--- src/rtl/lsu_pkg.sv ---
// ---------------------------------------------------------------------------
// lsu_pkg
// Shared definitions for the load/store unit: FSM state encoding, access
// size codes and the default memory window limits.
// ---------------------------------------------------------------------------
package lsu_pkg;

    typedef enum logic [2:0] {
        ST_IDLE   = 3'd0,
        ST_LOAD   = 3'd1,
        ST_RMW_RD = 3'd2,
        ST_WRITE  = 3'd3,
        ST_RESP   = 3'd4
    } lsu_state_e;

    localparam logic SZ_BYTE = 1'b0;
    localparam logic SZ_HALF = 1'b1;

    // First byte address outside the usable window.
    localparam logic [15:0] MEM_TOP_DEF  = 16'h003F;
    // First writable byte address; bytes below hold the read-only ID.
    localparam logic [15:0] WP_LIMIT_DEF = 16'h0005;

endpackage

--- src/rtl/lsu_align.sv ---
// ---------------------------------------------------------------------------
// lsu_align
// Combinational data alignment for the load/store unit.
//   size_i     : access size (SZ_BYTE / SZ_HALF)
//   signed_i   : sign-extend byte loads
//   mem_dout_i : raw memory read data {byte addr+1, byte addr}
//   rdata_o    : extended load result
//   hi_i       : byte addr+1 captured during the read phase of a byte store
//   wdata_i    : store data (byte store uses [7:0])
//   din_o      : two-byte memory write word
// ---------------------------------------------------------------------------
module lsu_align
    import lsu_pkg::*;
(
    input  logic        size_i,
    input  logic        signed_i,
    input  logic [15:0] mem_dout_i,
    output logic [15:0] rdata_o,
    input  logic [7:0]  hi_i,
    input  logic [15:0] wdata_i,
    output logic [15:0] din_o
);

    always_comb begin
        rdata_o = mem_dout_i;
        if (size_i == SZ_BYTE) begin
            if (signed_i) rdata_o = {{8{mem_dout_i[7]}}, mem_dout_i[7:0]};
            else          rdata_o = {8'h00, mem_dout_i[7:0]};
        end
    end

    // The memory always writes two bytes, so a byte store re-writes the
    // neighbouring byte with the value read back just before.
    always_comb begin
        din_o = wdata_i;
        if (size_i == SZ_BYTE) din_o = {hi_i, wdata_i[7:0]};
    end

endmodule

--- src/rtl/load_store_unit.sv ---
// ---------------------------------------------------------------------------
// load_store_unit
// Memory-side initiator between the execute stage and a byte-addressable,
// little-endian data memory with a combinational read port.
//   clk, rst_n           : clock, asynchronous active-low reset
//   req_valid/req_ready  : request handshake (one outstanding request)
//   req_we/size/signed   : store flag, byte/halfword, sign-extend byte loads
//   req_addr/req_wdata   : byte address, store data
//   resp_valid/resp_err  : one-cycle completion pulse, rejected-access flag
//   resp_rdata           : load result, held until the next successful load
//   mem_we/addr/din      : memory write enable, byte address, write data
//   mem_dout             : memory read data {byte addr+1, byte addr}
// ---------------------------------------------------------------------------
module load_store_unit
    import lsu_pkg::*;
#(
    parameter logic [15:0] MEM_TOP  = MEM_TOP_DEF,
    parameter logic [15:0] WP_LIMIT = WP_LIMIT_DEF
) (
    input  logic        clk,
    input  logic        rst_n,
    input  logic        req_valid,
    output logic        req_ready,
    input  logic        req_we,
    input  logic        req_size,
    input  logic        req_signed,
    input  logic [15:0] req_addr,
    input  logic [15:0] req_wdata,
    output logic        resp_valid,
    output logic        resp_err,
    output logic [15:0] resp_rdata,
    output logic        mem_we,
    output logic [15:0] mem_addr,
    output logic [15:0] mem_din,
    input  logic [15:0] mem_dout
);

    lsu_state_e  state_q, state_d;
    logic        accept;
    logic        acc_err;
    logic        err_q;
    logic        we_q, size_q, signed_q;
    logic [15:0] addr_q, wdata_q;
    logic [7:0]  hi_q;
    logic [15:0] rdata_q;
    logic [15:0] ld_data;
    logic [15:0] st_data;

    assign accept  = req_valid && (state_q == ST_IDLE);
    assign acc_err = (req_addr >= MEM_TOP) || (req_we && (req_addr < WP_LIMIT));

    always_comb begin
        state_d = state_q;
        case (state_q)
            ST_IDLE: begin
                if (accept) begin
                    if (acc_err)                 state_d = ST_RESP;
                    else if (!req_we)            state_d = ST_LOAD;
                    else if (req_size == SZ_HALF) state_d = ST_WRITE;
                    else                         state_d = ST_RMW_RD;
                end
            end
            ST_LOAD:   state_d = ST_RESP;
            ST_RMW_RD: state_d = ST_WRITE;
            ST_WRITE:  state_d = ST_RESP;
            ST_RESP:   state_d = ST_IDLE;
            default:   state_d = ST_IDLE;
        endcase
    end

    always_ff @(posedge clk or negedge rst_n) begin
        if (!rst_n) begin
            state_q <= ST_IDLE;
            err_q   <= 1'b0;
            rdata_q <= 16'h0000;
        end else begin
            state_q <= state_d;
            if (accept)              err_q   <= acc_err;
            if (state_q == ST_LOAD)  rdata_q <= ld_data;
        end
    end

    // Request payload and read-back byte; only meaningful while busy, so no
    // reset is needed.
    always_ff @(posedge clk) begin
        if (accept) begin
            we_q     <= req_we;
            size_q   <= req_size;
            signed_q <= req_signed;
            addr_q   <= req_addr;
            wdata_q  <= req_wdata;
        end
        if (state_q == ST_RMW_RD) hi_q <= mem_dout[15:8];
    end

    lsu_align u_align (
        .size_i     (size_q),
        .signed_i   (signed_q),
        .mem_dout_i (mem_dout),
        .rdata_o    (ld_data),
        .hi_i       (hi_q),
        .wdata_i    (wdata_q),
        .din_o      (st_data)
    );

    // Memory controls are decoded from the state alone, so an asynchronous
    // reset removes a pending write in the same instant.
    assign req_ready  = (state_q == ST_IDLE);
    assign resp_valid = (state_q == ST_RESP);
    assign resp_err   = (state_q == ST_RESP) && err_q;
    assign resp_rdata = rdata_q;
    assign mem_we     = (state_q == ST_WRITE) && we_q;
    assign mem_din    = (state_q == ST_WRITE) ? st_data : 16'h0000;
    assign mem_addr   = ((state_q == ST_LOAD) || (state_q == ST_RMW_RD) ||
                         (state_q == ST_WRITE)) ? addr_q : 16'h0000;

endmodule

--- config.mk ---
export PLATFORM = sky130hd
export DESIGN_NAME = load_store_unit
export DESIGN_NICKNAME = d
export VERILOG_FILES = /design/src/rtl/lsu_pkg.sv /design/src/rtl/lsu_align.sv /design/src/rtl/load_store_unit.sv
export SDC_FILE = /design/constraint.sdc
export NUM_CORES = 1
export LEC_CHECK = 0
export CAP_MARGIN = 10
export CORE_MARGIN = 2
export CORE_UTILIZATION = 45
export CTS_CLUSTER_SIZE = 16
export DETAILED_ROUTE_END_ITERATION = 8
export GPL_TIMING_DRIVEN = 0
export PLACE_DENSITY = 0.91
export SLEW_MARGIN = 20
export SYNTH_ARGS = -nofsm -noshare
export SYNTH_HDL_FRONTEND = slang
export SYNTH_SLANG_ARGS = --single-unit
--- constraint.sdc ---
create_clock -name clk -period 3.2 [get_ports clk]
set_input_delay 0.64 -clock clk [delete_from_list [all_inputs] [get_ports clk]]
set_output_delay 0.64 -clock clk [all_outputs]
set_load 0.02 [all_outputs]
==> results of run 1 <==
## final cells by class
| class | instances | area (sq um) |
|---|---|---|
| flip-flops and latches | 63 | 1790 |
| fillers | 406 | 1620 |
| repair buffers | 105 | 1050 |
| multi-input cells | 102 | 664 |
| clock buffers | 14 | 173 |
| well taps | 72 | 90.1 |
| plain buffers | 6 | 33.8 |
| inverters | 2 | 7.51 |
| clock inverters | 1 | 5.00 |
## layout by cell type (no fill, tap or decap), drive strengths merged, types with 2 or more instances in the layout
cell | synthesis | routed
mux2i | 8 | 8
nor2 | 23 | 23
clkdlybuf4s50 | 0 | 105
clkbuf | 2 | 16
edfxtp | 43 | 43
o21ai | 3 | 3
and2 | 26 | 26
nand2b | 2 | 2
a21oi | 16 | 16
inv | 2 | 2
nand2 | 4 | 4
mux2 | 8 | 8
dfrtp | 20 | 20
a41o | 2 | 2
buf | 4 | 4
nor3 | 2 | 2
nor4 | 2 | 2
## power groups by stage
stage / Clock [W] / Combinational, W / Sequential (W)
6_report: 0.000609 / 0.000140 / 0.000918
5_1_grt: 0.000656 / 0.000150 / 0.000921
4_1_cts: 0.000622 / 0.000142 / 0.000919
3_5_place_dp: 0 / 0.000142 / 0.000936
3_3_place_gp: 0 / 0.000137 / 0.000934
2_1_floorplan: 0 / 0.0000376 / 0.000937
## sequential cells by signal, summed over array words and instances, names as in the netlist
name        count
hi_q            8
resp_rdata     16
signed_q        1
size_q          1
err_q           1
state_q         3
addr_q         16
we_q            1
wdata_q        16
## worst min-delay path: stages (launching register included)
cell     delay, ns
dfrtp_1       0.34
nand2_1       0.05
o21ai_0       0.06
## metal layers
| layer | wire length (um) | share of wire (%) |
|---|---|---|
| met3 | 214 | 3.9 |
| met1 | 2190 | 40 |
| met4 | 87 | 1.6 |
| met2 | 2970 | 54 |
| met5 | 0 | 0 |
## how the worst min path moves through the flow
stage | slack [ns] | end | cells after the start
floorplan | 0.34 | err_q | 0
global placement | 0.46 | err_q | 2
detailed placement | 0.47 | err_q | 2
CTS | 0.48 | err_q | 2
global route | 0.52 | resp_rdata[5] | 1
finish | 0.48 | err_q | 2
## metrics by stage
step                std cells  total power (W)  setup WS, ns
finish                    365          0.00167         0.359
global route              365          0.00173         0.217
CTS                       365          0.00168         0.324
detailed placement        350          0.00108         0.724
global placement          350          0.00107         0.562
floorplan                 173         0.000974         0.799
## cells by family after synthesis
logic type / synth area share (%)
simple gates: 14.5
compound gates: 5.12
buf+inv: 1.66
mux: 6.83
flops: 71.9
==> results.cfg, run 1 <==
[route]
finalWirelength_um = 5460
drtAntennaViolNets = 0
drc = 0
viasPerCell = 4.72
vias = 1723
dr.pass1.iters = 4
first_iter_violations = 45
wire_per_inst_um = 15.0

[yosys]
yosys-top-cells-count = 43 x edfxtp_1, 26 x and2_1, 21 x nor2_1, 20 x dfrtp_1, 16 x a21oi_1
synth_edf_count = 43
netlist.area_leader.share_pct = 51.8
yosys.cell_types.count = 26
ys_seq_elements = 63
ys_warn_count = 0
yosys.area.top_type = edfxtp_1
synth_area_sq_um = 2490
synth_most_common_cell = edfxtp_1
synth_area_leaders = edfxtp_1 52%, dfrtp_1 20%, and2_1 6.5%, mux2_2 3.6%, a21oi_1 3.2%
synth_cells = 173
synth_seq_area_share_pct = 71.9
synthFlopType = edfxtp_1
syn_avg_cell_area_sq_um = 14.4
synth-async-reset-ratio_pct = 31.7
syn-num-nets = 227

[global_route]
top_usage_layer = met2
grt_pass1_vias = 1714
overflow = 0
antenna_found_initial = 0
grt_max_degree = 36
met2_usage_pct = 32.3
met3_usage_pct = 2.99
grt_pass1_wl_um = 8270
track_usage_pct = 18.3
met1_usage_pct = 21.7

[die]
num_io_pins = 106
dieArea_sq_um = 6150
core_area_sq_um = 5440
floorplan.rows = 27
die_y_um = 78.4
initial_core_util_pct = 45.8
die_w_um = 78.4

[timing]
tightestPinTransition_ns = 0.862
rsz0062_at_grt = false
drv_slew = 0
final_hold_viol_count = 0
fin_setup_tns_ns = 0
fin_crit_ns = 2.84
skew_ns = 0.00800
relSlewSlack_pct = 42.3
hold_slack_ns = 0.480
period_share_pct = 88.8
setup_violations = 0
clock.fmax_mhz = 352

[final_layout]
drive_gt1_share_pct = 11.3
area_delta_synth_final_pct = 53.1
layout.nets = 343
final_area_sq_um = 3820
insertedDiodeCount = 0
fin_util_pct = 70.2

[job]
maxCapViolations = 0

[clock_tree]
ctsResizeCount = 0
holdBufCountCts = 0
htree_levels = 3
clk_latency_ns = 0.32
cts_buffer_depth = 2
clkSinkCount = 63
cts_buffers = 9
cts_setup_buffers = 0
cts_tree = yes
clockRootBuffer = clkbuf_8
path_clk_slew_ns = 0.07

[critical_path]
reg2reg_from = state_q[2]
cp_cell_sequence = nand2b_4 -> or2_1 -> clkbuf_1 -> nor2_1 -> clkdlybuf4s50_1
crit_arrival_ns = 2.20
cpPeakStageDelay_ns = 0.64
worst-setup-path-type = flip-flop to output port
worst_path_max_delay_cell = clkdlybuf4s50_1
rr_worst_depth = 3
path_delay_family = buffers and inverters
critPathLaunchType = flip-flop
rrSetupSlack_ns = 1.21
crit_end = mem_din[14]
critPathRequiredTime_ns = 2.56
cp_num_buf_inv = 2
r2r-end = wdata_q[2]
crit_start = state_q[2]
cp_max_fo = 8
critPathCaptureType = output port
crit_cells = 5

[power]
clockPowerShare_pct = 36.5
p_sw_w = 0.000337
powerDensity_nw_per_um2 = 437
p_seq_share_pct = 55.1
vdd_ir_drop_max_v = 0.000353
switching_share_pct = 20.2
power.leakage_nw = 1.44
combPwrFrac_pct = 8.4
internal_power_w = 0.00133

[place]
gp_congestion = 0.832
portBuffers = 105
placed_area_sq_um = 3640
hpwl_um = 4200

[status]
status = finished clean

[min_path]
hold_path_class = flip-flop to flip-flop
min_from = err_q
No activity file was read; power rests on OpenSTA's default activity.
==> run 2: changes to the inputs <==
--- a/config.mk
+++ b/config.mk
@@ -8,6 +8,7 @@
 export CAP_MARGIN = 10
 export CORE_MARGIN = 2
 export CORE_UTILIZATION = 45
+export CTS_CLUSTER_DIAMETER = 40
 export CTS_CLUSTER_SIZE = 16
 export DETAILED_ROUTE_END_ITERATION = 8
 export GPL_TIMING_DRIVEN = 0
==> results of run 2 <==
Same layout as run 1: the final DEF is identical, and so are final timing and power.
==> RTL change 1 (config.mk and constraints of run 2) <==
The 5 states of `lsu_state_e` get a one-hot encoding in 5 bits.
--- a/src/rtl/lsu_pkg.sv
+++ b/src/rtl/lsu_pkg.sv
@@ -6,10 +6,10 @@
 package lsu_pkg;
 
-    typedef enum logic [2:0] {
-        ST_IDLE   = 3'd0,
-        ST_LOAD   = 3'd1,
-        ST_RMW_RD = 3'd2,
-        ST_WRITE  = 3'd3,
-        ST_RESP   = 3'd4
+    typedef enum logic [4:0] {
+        ST_IDLE   = 5'b00001,
+        ST_LOAD   = 5'b00010,
+        ST_RMW_RD = 5'b00100,
+        ST_WRITE  = 5'b01000,
+        ST_RESP   = 5'b10000
     } lsu_state_e;
 
Function: no difference found for any inputs over 10 cycles, from zero or initial values and one cycle with rst_n low; not proved beyond that.
==> RTL change 1 against run 2 <==
First-iteration DRC count up 38%. Global-route usage up 2.2 points. Final cell count up 1.6%. Wire length up 14%. Synthesized cell count up 2.9%. Total power up 11%. Largest cell class unchanged. Worst setup slack worse by 0.21 ns. Final area up 3.7%. Highest routed layer unchanged. Core utilization up 1.3 points. Fmax down 7.0%. Sequential cell count up 2. Area after synthesis up 4.6%. Die area up 4.3%.
==> RTL change 1: results (changes against run 2) <==
First-pass GRT wire length - 9.56 mm (+16%)
Largest net degree at the start of global routing - 38 (+5.6%)
Met3 routed WL - 393 µm (+84%)
Tcrit/Tclk final - 95.4% (+6.6 points)
P_seq - 965 µW (+5.1%)
Routability cong. - 0.838 (+0.69%)
Cells after Synth - 178 (+2.9%)
Arrival time at the worst endpoint - 2.41 ns (+0.21 ns)
Share of cells above drive strength 1 - 11.4% (+0.11 points)
DR vias - 1,870 (+8.5%)
Post-synthesis net count - 232 (+2.2%)
Detail Placement HPWL - 4.44 mm (+5.8%)
Static Leak - 1.59 nW (+10%)
Final Net Count - 348 (+1.5%)
Met1 Use GR - 22.9% (+1.2 points)
Top cells by area, synth - edfxtp_1 50%, dfrtp_1 20%, and2_1 6.5%
Gate power share - 9.2% (+0.8 points)
Number of DRC markers in iteration 0 - 62 (+38%)
Post-route insts no fill - 371 (+1.6%)
Status - finished clean
Net load switching power - 381 µW (+13%)
Layout Skew - 0.00716 ns (-0.000841 ns)
Max IR drop VDD - 383 µV (+8.3%)
GR Layer Usage met3 - 5.28% (+2.3 points)
Synth cell count leaders - 43 x edfxtp_1, 27 x and2_1, 21 x dfrtp_1
Min-delay worst type - in -> async
Part of the Yosys area used for sequential elements - 70.7% (-1.2 points)
Critical Path Sink - mem_addr[6]
Power per cell area - 466 mW/mm² (+6.6%)
Final WL - 6.20 mm (+14%)
Slew at the pin closest to its max-slew limit - 0.777 ns (-0.0855 ns)
Met2 WL - 3.41 mm (+15%)
Worst path top cell family by delay - simple AND/OR/NAND/NOR gates
==> RTL change 1: cells by family (layout without fill, tap and decap cells) <==
kind of cell / after synthesis / in the layout / share of synthesized area (%)
simple gates: 68 / 68 / 16.2
flops: 65 / 65 / 70.7
compound gates: 21 / 21 / 4.32
mux: 16 / 16 / 6.96
buf+inv: 8 / 129 / 1.78
==> RTL change 1: timing repair <==
action,4_1_cts,5_1_grt
gates resized for setup,0,1
setup buffers,0,0
endpoints found under the setup margin,0,9
==> RTL change 1: cell type report <==
| class | instances | area [µm²] |
|---|---|---|
| Inverter | 2 | 7.51 |
| Multi-Input combinational cell | 105 | 726 |
| Sequential cell | 65 | 1840 |
| Timing Repair Buffer | 105 | 1050 |
| Clock inverter | 3 | 37.5 |
| Buffer | 6 | 38.8 |
| Clock buffer | 13 | 169 |
| Fill cell | 393 | 1580 |
| Tap cell | 72 | 90.1 |
==> RTL change 2 (flow settings as in run 2) <==
Made on the original files. Reset style: synchronous (`rst_n`), changed in one clocked block. Comments in the files are not updated.
--- a/src/rtl/load_store_unit.sv
+++ b/src/rtl/load_store_unit.sv
@@ -69,5 +69,5 @@
     end
 
-    always_ff @(posedge clk or negedge rst_n) begin
+    always_ff @(posedge clk) begin
         if (!rst_n) begin
             state_q <= ST_IDLE;
Behaviour: differs if rst_n is asserted again (counterexample within 4 cycles, from zero or initial values and one cycle with rst_n low); with rst_n held inactive, the same outputs for 10 cycles.
==> RTL change 2 against run 2 <==
Total power shrank 3.9%. Worst hold slack worse by 0.026 ns. Clock skew down 0.0034 ns. Area after synthesis decreased by 0.45%. Sequential power is 0.5% lower. Global-route usage up 0.83 points. Final area shrank 0.20%. Wire length up 2.3%. Worst setup slack got worse by 0.039 ns. Clock power is 9.4% lower. Register-to-register slack better by 0.14 ns. Synthesized cell count rose by 13%. Die area down 0.42%. Sequential cell count did not move. Critical path type unchanged.
==> RTL change 2: results (changes against run 2) <==
Status - finished clean
WHS Endpoint - resp_rdata[2]$_SDFFE_PN0P_
Part of the Yosys area used for sequential elements - 68.2% (-3.7 points)
Worst path top cell family by delay - buffers and inverters
CP peak stage delay - 0.61 ns (-0.03 ns)
Met2 Usage GRT - 33.2% (+0.86 points)
Final WL - 5.59 mm (+2.3%)
WL/cell - 14.4 µm (-4.0%)
Static Leak - 1.36 nW (-5.8%)
Yosys cell types - 30 (+15%)
Fill count - 420 (+3.4%)
Met1 Use GR - 20.9% (-0.80 points)
Share of cells above drive strength 1 - 8.52% (-2.7 points)
Clk slew on worst S/H paths - 0.06 ns
Syn_area_per_cell - 12.7 µm² (-12%)
Hold Path Origin - resp_rdata[2]$_SDFFE_PN0P_
Hold path cells - 2 (unchanged)
Cell depth of the worst flop-to-flop path - 5 (+2)
Slew at the pin closest to its max-slew limit - 0.745 ns (-0.117 ns)
CTS H-tree lvls - 3 (unchanged)
DR vias/cell - 4.93 (+4.3%)
Critical Path Sink - mem_addr[12]
Routability cong. - 0.769 (-7.5%)
Largest net degree at the start of global routing - 26 (-28%)
Post-synthesis net count - 250 (+10%)
Worst R2R Setup Slack - 1.35 ns (+0.14 ns)
GR Layer Usage met3 - 5.63% (+2.6 points)
Min-delay worst type - reg -> reg
Max IR drop VDD - 313 µV (-11%)
Setup crit start - state_q[0]$_SDFFE_PN0P_
GRT Util Overall - 19.1% (+0.83 points)
Dpl cells - 374 (+6.9%)
Synth cell count leaders - 43 x edfxtp_1, 28 x and2_1, 26 x nand2_1
Number of DRC markers in iteration 0 - 58 (+29%)
Fin Hold WS - 0.454 ns (-0.0257 ns)
Top cells by area, synth - edfxtp_1 52%, dfxtp_1 16%, and2_1 7.1%
Vias in the first global route - 1,861 (+8.6%)
Worst Path Max Fanout - 10 (+2)
Int Pwr - 1.26 mW (-5.2%)
Layout Skew - 0.00455 ns (-0.00345 ns)
Tcrit/Tclk final - 90.0% (+1.2 points)
Ys async rst share - 0% (-32 points)
Reg-to-Reg End - resp_rdata[9]$_SDFFE_PN0P_
Place WS - 0.356 ns (-0.369 ns)
Arrival time at the worst endpoint - 2.24 ns (+0.04 ns)
First-pass GRT wire length - 8.67 mm (+4.9%)
Detail Placement HPWL - 4.10 mm (-2.3%)
Reg2Reg Launch Point - state_q[2]$_SDFFE_PN0P_
==> RTL change 2: metrics by stage <==
| step | cell area, µm² | utilization [%] |
|---|---|---|
| 6_report | 3810 | 70.5 |
| 5_1_grt | 3810 | 70.5 |
| 4_1_cts | 3810 | 70.5 |
| 3_5_place_dp | 3650 | 67.5 |
| 3_3_place_gp | 3620 | 67.0 |
| 2_1_floorplan | 2480 | - |
==> RTL change 2: layout make-up <==
class | count | area [µm²] | share of cell area, %
flip-flops and latches | 63 | 1690 | 44.4
repair buffers | 106 | 1080 | 28.3
multi-input cells | 121 | 744 | 19.5
clock buffers | 11 | 131 | 3.45
well taps | 72 | 90.1 | 2.37
plain buffers | 9 | 40.0 | 1.05
clock inverters | 5 | 25.0 | 0.657
inverters | 2 | 7.51 | 0.197
==> RTL change 2: timing repair <==
| action | in CTS | in global routing |
|---|---|---|
| hold buffers | 0 | 0 |
| gates resized for setup | 1 | 4 |
| setup endpoints to repair | 3 | 11 |
==> RTL change 2: power by group through the flow <==
stage / Combinational, mW / Sequential [mW] / Clock [mW]
after global placement: 0.128 / 0.930 / 0
after detailed placement: 0.138 / 0.931 / 0
after global routing: 0.148 / 0.915 / 0.594
final: 0.138 / 0.913 / 0.552
after CTS: 0.140 / 0.913 / 0.565
after floorplan: 0.0438 / 0.929 / 0
==> RTL change 2: routing by layer <==
metal / wire, µm / vias to the layer above
li1: - / 928
met5: 0 / -
met3: 386 / 9
met1: 2100 / 906
met2: 3020 / 73
met4: 89 / 0
==> RTL change 2: cells by family after synthesis <==
group,synth area share [%]
flip-flops,68.2
AND/OR/NAND/NOR,17.9
AO/OA/AOI/OAI,8.72
buffers and inverters,1.97
multiplexers,3.23
